$ cat config.mk
export PLATFORM = sky130hd
export DESIGN_NAME = lpc_cycle_fifo
export DESIGN_NICKNAME = d
export VERILOG_FILES = /design/src/rtl/lpc_cycle_fifo_pkg.sv /design/src/rtl/lpc_fifo_ram.sv /design/src/rtl/lpc_cycle_fifo.sv
export SDC_FILE = /design/constraint.sdc
export NUM_CORES = 1
export LEC_CHECK = 0
export BUFFER_PORTS_ARGS = -buffer_cell sky130_fd_sc_hd__buf_4
export CAP_MARGIN = 25
export CORE_MARGIN = 8
export CORE_UTILIZATION = 61
export DETAILED_ROUTE_END_ITERATION = 7
export PLACE_DENSITY_LB_ADDON = 0.3
export REMOVE_ABC_BUFFERS = 1
export SYNTH_ARGS = -nofsm -noshare
export SYNTH_HDL_FRONTEND = slang
export SYNTH_SLANG_ARGS = --single-unit
$ cat constraint.sdc
create_clock -name clk_i -period 5.2 [get_ports clk_i]
set_input_delay 0.78 -clock clk_i [delete_from_list [all_inputs] [get_ports clk_i]]
set_output_delay 0.78 -clock clk_i [all_outputs]
set_load 0.02 [all_outputs]
$ cat src/rtl/lpc_cycle_fifo_pkg.sv
// ============================================================================
// lpc_cycle_fifo_pkg : LPC cycle-record field layout and FIFO control states
// Revision 1.0
// ============================================================================
`default_nettype none

package lpc_cycle_fifo_pkg;

  // Cycle-type codes carried in tdata[1:0]
  localparam logic [1:0] LPC_CYC_NONE = 2'b00;
  localparam logic [1:0] LPC_CYC_WR   = 2'b01;
  localparam logic [1:0] LPC_CYC_RD   = 2'b11;

  // Cycle-record field bounds
  localparam int TD_ADDR_HI = 27;
  localparam int TD_ADDR_LO = 12;
  localparam int TD_DATA_HI = 11;
  localparam int TD_DATA_LO = 4;
  localparam int TD_TYPE_HI = 1;
  localparam int TD_TYPE_LO = 0;

  // FIFO control state encoding
  localparam int         FIFO_ST_W    = 2;
  localparam logic [1:0] FIFO_EMPTY   = 2'd0;
  localparam logic [1:0] FIFO_PARTIAL = 2'd1;
  localparam logic [1:0] FIFO_FULL    = 2'd2;

  function automatic logic rec_is_none(input logic [31:0] rec);
    return rec[TD_TYPE_HI:TD_TYPE_LO] == LPC_CYC_NONE;
  endfunction

endpackage

`default_nettype wire

$ cat src/rtl/lpc_fifo_ram.sv
// ============================================================================
// lpc_fifo_ram : DEPTH x WIDTH storage, synchronous write, asynchronous read
// Revision 1.0
// ============================================================================
`default_nettype none

module lpc_fifo_ram #(
  parameter int DEPTH = 16,
  parameter int WIDTH = 32
) (
  input  logic                     clk_i,
  input  logic                     we_i,
  input  logic [$clog2(DEPTH)-1:0] waddr_i,
  input  logic [WIDTH-1:0]         wdata_i,
  input  logic [$clog2(DEPTH)-1:0] raddr_i,
  output logic [WIDTH-1:0]         rdata_o
);

  logic [WIDTH-1:0] mem [DEPTH];

  always_ff @(posedge clk_i) begin
    if (we_i) begin
      mem[waddr_i] <= wdata_i;
    end
  end

  assign rdata_o = mem[raddr_i];

endmodule

`default_nettype wire

$ cat src/rtl/lpc_cycle_fifo.sv
// ============================================================================
// lpc_cycle_fifo : edge-triggered LPC cycle-record FIFO with overflow counting
// Revision 1.0
// ============================================================================
`default_nettype none

module lpc_cycle_fifo
  import lpc_cycle_fifo_pkg::*;
#(
  parameter int DEPTH       = 16,
  parameter int FILTER_NONE = 1
) (
  input  logic                     clk_i,
  input  logic                     rst_i,
  input  logic [31:0]              tdata_i,
  input  logic                     ready_i,
  output logic [31:0]              m_tdata_o,
  output logic                     m_tvalid_o,
  input  logic                     m_tready_i,
  output logic [$clog2(DEPTH):0]   count_o,
  output logic                     overflow_o,
  output logic [15:0]              drop_cnt_o,
  input  logic                     clear_i
);

  localparam int PW = $clog2(DEPTH);
  localparam int CW = PW + 1;

  logic                 ready_q,    ready_d;
  logic [PW-1:0]        wr_ptr_q,   wr_ptr_d;
  logic [PW-1:0]        rd_ptr_q,   rd_ptr_d;
  logic [CW-1:0]        count_q,    count_d;
  logic [FIFO_ST_W-1:0] state_q,    state_d;
  logic                 overflow_q, overflow_d;
  logic [15:0]          drop_cnt_q, drop_cnt_d;

  logic        fifo_full;
  logic        fifo_empty;
  logic        push_req;
  logic        pop;
  logic        wr_en;
  logic        drop;
  logic [31:0] rd_data;

  lpc_fifo_ram #(
    .DEPTH (DEPTH),
    .WIDTH (32)
  ) u_ram (
    .clk_i   (clk_i),
    .we_i    (wr_en),
    .waddr_i (wr_ptr_q),
    .wdata_i (tdata_i),
    .raddr_i (rd_ptr_q),
    .rdata_o (rd_data)
  );

  always_ff @(posedge clk_i or posedge rst_i) begin
    if (rst_i) begin
      ready_q    <= 1'b0;
      wr_ptr_q   <= '0;
      rd_ptr_q   <= '0;
      count_q    <= '0;
      overflow_q <= 1'b0;
      drop_cnt_q <= '0;
    end else begin
      ready_q    <= ready_d;
      wr_ptr_q   <= wr_ptr_d;
      rd_ptr_q   <= rd_ptr_d;
      count_q    <= count_d;
      overflow_q <= overflow_d;
      drop_cnt_q <= drop_cnt_d;
    end
  end

  // A type-none record is ignored before it can consume a slot or count as a drop
  always_comb begin
    ready_d  = ready_i;
    push_req = ready_i & ~ready_q & ~((FILTER_NONE != 0) & rec_is_none(tdata_i));
    pop      = ~fifo_empty & m_tready_i;
    wr_en    = push_req & (~fifo_full | pop);
    drop     = push_req & fifo_full & ~pop;

    wr_ptr_d = wr_en ? wr_ptr_q + PW'(1) : wr_ptr_q;
    rd_ptr_d = pop   ? rd_ptr_q + PW'(1) : rd_ptr_q;

    case ({wr_en, pop})
      2'b10:   count_d = count_q + CW'(1);
      2'b01:   count_d = count_q - CW'(1);
      default: count_d = count_q;
    endcase

    overflow_d = overflow_q;
    drop_cnt_d = drop_cnt_q;
    if (drop) begin
      overflow_d = 1'b1;
      if (clear_i) begin
        drop_cnt_d = 16'd1;
      end else if (drop_cnt_q != 16'hFFFF) begin
        drop_cnt_d = drop_cnt_q + 16'd1;
      end
    end else if (clear_i) begin
      overflow_d = 1'b0;
      drop_cnt_d = '0;
    end
  end

  always_ff @(posedge clk_i or posedge rst_i) begin
    if (rst_i) begin
      state_q <= FIFO_EMPTY;
    end else begin
      state_q <= state_d;
    end
  end

  always_comb begin
    if (count_d == '0) begin
      state_d = FIFO_EMPTY;
    end else if (count_d == CW'(DEPTH)) begin
      state_d = FIFO_FULL;
    end else begin
      state_d = FIFO_PARTIAL;
    end
  end

  always_comb begin
    fifo_empty = (state_q == FIFO_EMPTY);
    fifo_full  = (state_q == FIFO_FULL);
  end

  assign m_tvalid_o = ~fifo_empty;
  assign m_tdata_o  = fifo_empty ? 32'd0 : rd_data;
  assign count_o    = count_q;
  assign overflow_o = overflow_q;
  assign drop_cnt_o = drop_cnt_q;

endmodule

`default_nettype wire

-- Word level (Yosys, flattened, before mapping)
Memory sizes are Yosys's and may differ from the RTL's.
Cells that the tools add are included.
- $add $sub $neg: 5
- multiply operators: 0
- divide/modulo/power cells: 0
- magnitude comparators: 0
- equality and inequality tests: 5
- shift-type cells: 0
- mux-type cells: 12
- bitwise operators: 12
- reduce and logical (&&, ||, !) cells: 6
- operators with widths (cell ; number):
    $mux W16 ; 4
    $mux W32 ; 1
    $add A16 B1 Y16 const B ; 1
    $ne A16 B16 Y1 const B ; 1
    $pmux W5 S2 ; 1
    $add A4 B1 Y4 const B ; 2
    $and A1 B1 Y1 ; 6
    $add A5 B1 Y5 const B ; 1
    $eq A5 B5 Y1 const B ; 1
    $logic_not A5 Y1 ; 1
    $not A1 Y1 ; 5
    $sub A5 B1 Y5 const B ; 1
    $eq A2 B2 Y1 const B ; 2
    $logic_not A2 Y1 ; 2
    $mux W1 ; 4
    $mux W2 ; 2
    $reduce_bool A2 Y1 ; 2
    $eq A2 B1 Y1 const B ; 1
    $reduce_and A2 Y1 ; 1
    $or A1 B1 Y1 ; 1
- flip-flop bits (word level): 33
- bits in latches: 0
- bits in writable memories: 512
- bits in read-only memories: 0
- input bits: 37
- output and inout port bits: 55
- logic and storage cells: 48
- memories kept: 1
- memories (name ; depth ; bits a word ; rd ports ; clocked after memory_dff ; write ports ; line ; RTL):
    u_ram.mem ; 16 ; 32 ; 1 ; 0 ; 1 ; lpc_fifo_ram.sv:19 ; logic [WIDTH-1:0] mem [DEPTH];

-- Longest topological paths before layout
- depth after elaboration: 10
- gate-level depth with buffers: 10
- gate-level depth less buffers: 9

-- Modules after synthesis
Synthesis repeated with hierarchy kept, for this count alone.
- cells, all modules: 1015
- area, all modules: 21174.1 µm²
- by module, submodules not included (module ; instances ; cells each ; area each (µm²) ; sequential area each (µm²)):
    lpc_fifo_ram ; 1 ; 806 ; 19213.4 ; 15374.7
    lpc_cycle_fifo ; 1 ; 209 ; 1960.6 ; 825.8

-- Worst setup path after synthesis
No wires, ideal clock.
- kind: input -> register
- start: input m_tready_i
- end: memory u_ram.mem[3][0], enable pin
- library setup time: 0.461 ns
- arrival: 4.067 ns
- data required time: 4.739 ns
- path slack: 0.673 ns
- stages on the path: 5
- buffers on the path: 1
- cells stage by stage: clkbuf_1 > nor3b_2 > nor3_1 > nand2_1 > nor3_1
- cells in the longest elaborated chain, start to end: 5
- ends and longest elaborated chain (item ; line ; RTL):
    from (decl) ; lpc_cycle_fifo.sv:19 ; input logic m_tready_i,
    $and A1 B1 Y1 ; lpc_cycle_fifo.sv:79 ; pop = ~fifo_empty & m_tready_i;
    $or A1 B1 Y1 ; lpc_cycle_fifo.sv:80 ; wr_en = push_req & (~fifo_full | pop);
    $and A1 B1 Y1 ; lpc_cycle_fifo.sv:80 ;
    $mux W1 ; lpc_fifo_ram.sv:22 ; if (we_i) begin
    $mux W1 (implied by the code) ; lpc_fifo_ram.sv:23 ; mem[waddr_i] <= wdata_i;
    to (decl) ; lpc_fifo_ram.sv:19 ;
No other way between the ends.

-- Worst setup path after layout
- start: register rd_ptr_q[0]
- end: output m_tdata_o[10]
- cells in the longest elaborated chain, start to end: 2
- ends and longest elaborated chain (item ; line ; RTL):
    from (decl) ; lpc_cycle_fifo.sv:31 ; logic [PW-1:0] rd_ptr_q, rd_ptr_d;
    from (signal assigned) ; lpc_cycle_fifo.sv:68 ; rd_ptr_q <= rd_ptr_d;
    $mem_v2 Z16 W32 ; -- ;
    $mux W32 ; lpc_cycle_fifo.sv:131 ; assign m_tdata_o = fifo_empty ? 32'd0 : rd_data;
    to (decl) ; lpc_cycle_fifo.sv:17 ; output logic [31:0] m_tdata_o,
No other way between the ends.

==> qor.yml <==
global_routing:
  grt-busiest-layer: "met2"
  grt.overflow.total: 0
  grt_max_degree: 49
  met3_usage: 0.0473
  grt.total_usage: 0.225
  antenna_found_initial: 1
  use_met1: 0.308
  grt_pass1_vias: 10800
  grt_pass1_wl_um: 69200
  grtUsageMet2: 0.365
route:
  dr.pass1.iters: 5
  vias: 10400
  initialDrtViolationCount: 1026
  drc: 0
  wire_per_inst_um: 28.8
  antenna_left: 0
  vias_per_cell: 6.57
  wl_um: 45800
floorplanning:
  die_w_um: 203
  coreArea_um2: 34500
  io_pins: 92
  fp.dieH_um: 203
  start_util: 0.620
  num_rows: 68
  dieArea_um2: 41300
timing:
  worst_pin_slew_ps: 1040
  period_needed_ps: 4200
  fin_crit_sh: 0.807
  rsz0062_at_grt: "false"
  final.setup.tns_ps: 0
  slew_viol_final: 0
  finalHoldViolCount: 0
  setup_viol: 0
  holdWs_ps: 303
  fmax_mhz: 238
  fin_worst_skew_ps: 20.0
  relSlewSlack: 0.304
outcome:
  status: "finished, final reports clean"
clock_network:
  clkLatencyLatePin_ps: 590
  root_buffer: "clkbuf_16"
  hold_buffers: 0
  cts_tree: "built"
  postCtsSetupBuffers: 0
  h-tree-depth: 2
  cts.sinks: 545
  clk_pin_slew_ps: 60
  clk_path_buf_depth: 3
  cts_resized: 0
  cts_buffers: 52
yosys:
  synth_edf_count: 512
  synth_cell_types: 50
  synthTopCellsByCount: "512 x edfxtp_1, 160 x mux4_2, 33 x and2_1, 33 x dfrtp_1, 27 x nor2_1"
  async_flop_share: 0.0606
  syn_area_um2: 21400
  netlist_instances: 971
  yosys_warnings: 0
  synth_seq_cells: 545
  yosysTopAreaCellShare: 0.718
  syn_avg_cell_area_um2: 22.0
  yosysMostFrequentCell: "edfxtp_1"
  synth_ff_type: "edfxtp_1"
  synth_largest_area_cell: "edfxtp_1"
  ys_seq_area_frac: 0.757
  synth_area_leaders: "edfxtp_1 72%, mux4_2 17%, dfrtp_1 3.9%"
setup_path:
  r2r_start: "ready_q"
  cp-end-kind: "primary output"
  crit_top_cell: "mux4_2"
  arrival_ps: 3420
  r2r_slack_ps: 1680
  max_stage_delay_ps: 860
  cp-start-kind: "register"
  slowest_stage: "dfrtp_4"
  path_cells: "buf_12, mux4_2, mux4_2, and2_1, buf_4"
  path_max_fanout: 48
  worstPathRequired_ps: 4420
  crit_path_start: "rd_ptr_q[0]"
  critPathKind: "register to primary output"
  crit_family: "multiplexers"
  critPathBufInv: 2
placement:
  hpwlAfterDp_um: 24600
  gp_congestion: 0.785
  place_area_um2: 22800
  io_buffer_count: 91
  place_inst: 1490
cells_and_area:
  multi_input_area_um2: 5020
  area.growth.synth_to_final_pct: 14.7
  diodes: 0
  fillCellCount: 2013
  final_cell_area_um2: 24600
  nets: 1134
  regArea_um2: 16200
  instances_no_fill: 1588
  drive_gt1_frac: 0.342
power_and_ir_drop:
  p_total_uw: 13000
  worst_ir_drop_vdd_mv: 0.453
  powerDensity_nw_per_um2: 529
  leakage_uw: 0.00799
flow_run:
  maxCapViolCount: 0
hold_path:
  min_path_type: "input pin to async pin"
logic make-up (layout without fill, tap and decap cells):
logic type	Yosys count	after routing	synth area share
adder cells (fa/ha/maj)	7	7	0.00409
AND/OR/NAND/NOR	133	133	0.0341
XOR/XNOR	18	18	0.00736
flip-flops	545	545	0.757
buffers and inverters	64	226	0.0137
multiplexers	165	165	0.171
AO/OA/AOI/OAI	39	39	0.0130
area by class of cell:
class / count / area share
inverter: 9 / 0.00138
timing repair buffer: 120 / 0.0421
clock buffer: 68 / 0.0576
sequential: 545 / 0.660
clock inverter: 29 / 0.0114
tap: 455 / 0.0232
multi-input combinational: 362 / 0.204
metal layers:
metal,up-vias,share of wire,routed length (µm)
met4,2,0.026,1190
met3,86,0.070,3220
met1,5535,0.41,18700
met5,-,0.00026,12
met2,507,0.50,22700
li1,4296,-,-
worst paths after layout:
check	end	cells past startpoint
setup / recovery	m_tdata_o[10]	5
hold / removal	wr_ptr_q[2]	3
setup reg to reg	u_ram.mem[4][15]	5
hold reg to reg	overflow_o	1
max in group asynchronous	rd_ptr_q[1]	3
min in group clk_i	ready_q	1
registers in the layout, indices dropped and copies added, names as in the netlist:
signal	cells
overflow_o	1
ready_q	1
rd_ptr_q	4
wr_ptr_q	4
count_o	5
u_ram.mem	512
drop_cnt_o	16
state_q	2
through the flow:
stage / utilization / setup WS, ps
floorplan: - / -1910
global placement: 0.658 / 1370
detailed placement: 0.661 / 1260
CTS: 0.710 / 936
global route: 0.711 / 849
finish: 0.711 / 1000
worst register-to-register path, cell delays in order (launching register included):
cell,delay (ps)
dfrtp_1,370
nand2b_1,300
nor3_1,910
nand2_1,470
nor2_4,830
buf_4,340
power breakdown:
group | total [µW] | switching, µW | leakage [µW] | internal (µW)
logic | 3840 | 1840 | 0.00212 | 1990
clock network | 3760 | 1600 | 0.000836 | 2170
registers | 5380 | 374 | 0.00503 | 5010
total | 13000 | 3810 | 0.00799 | 9170
placed cells by master, fill, tap and decap left out, types with 10 or more instances in the layout:
master	count
and2_1	33
buf_4	110
clkbuf_1	13
clkbuf_16	54
clkinv_2	14
dfrtp_1	29
edfxtp_1	512
mux4_2	160
nand2_1	10
nand3_1	13
nor2_1	15
nor2_4	12
o21ai_0	11
xnor2_1	11
Power figures use the tool's default switching activity.
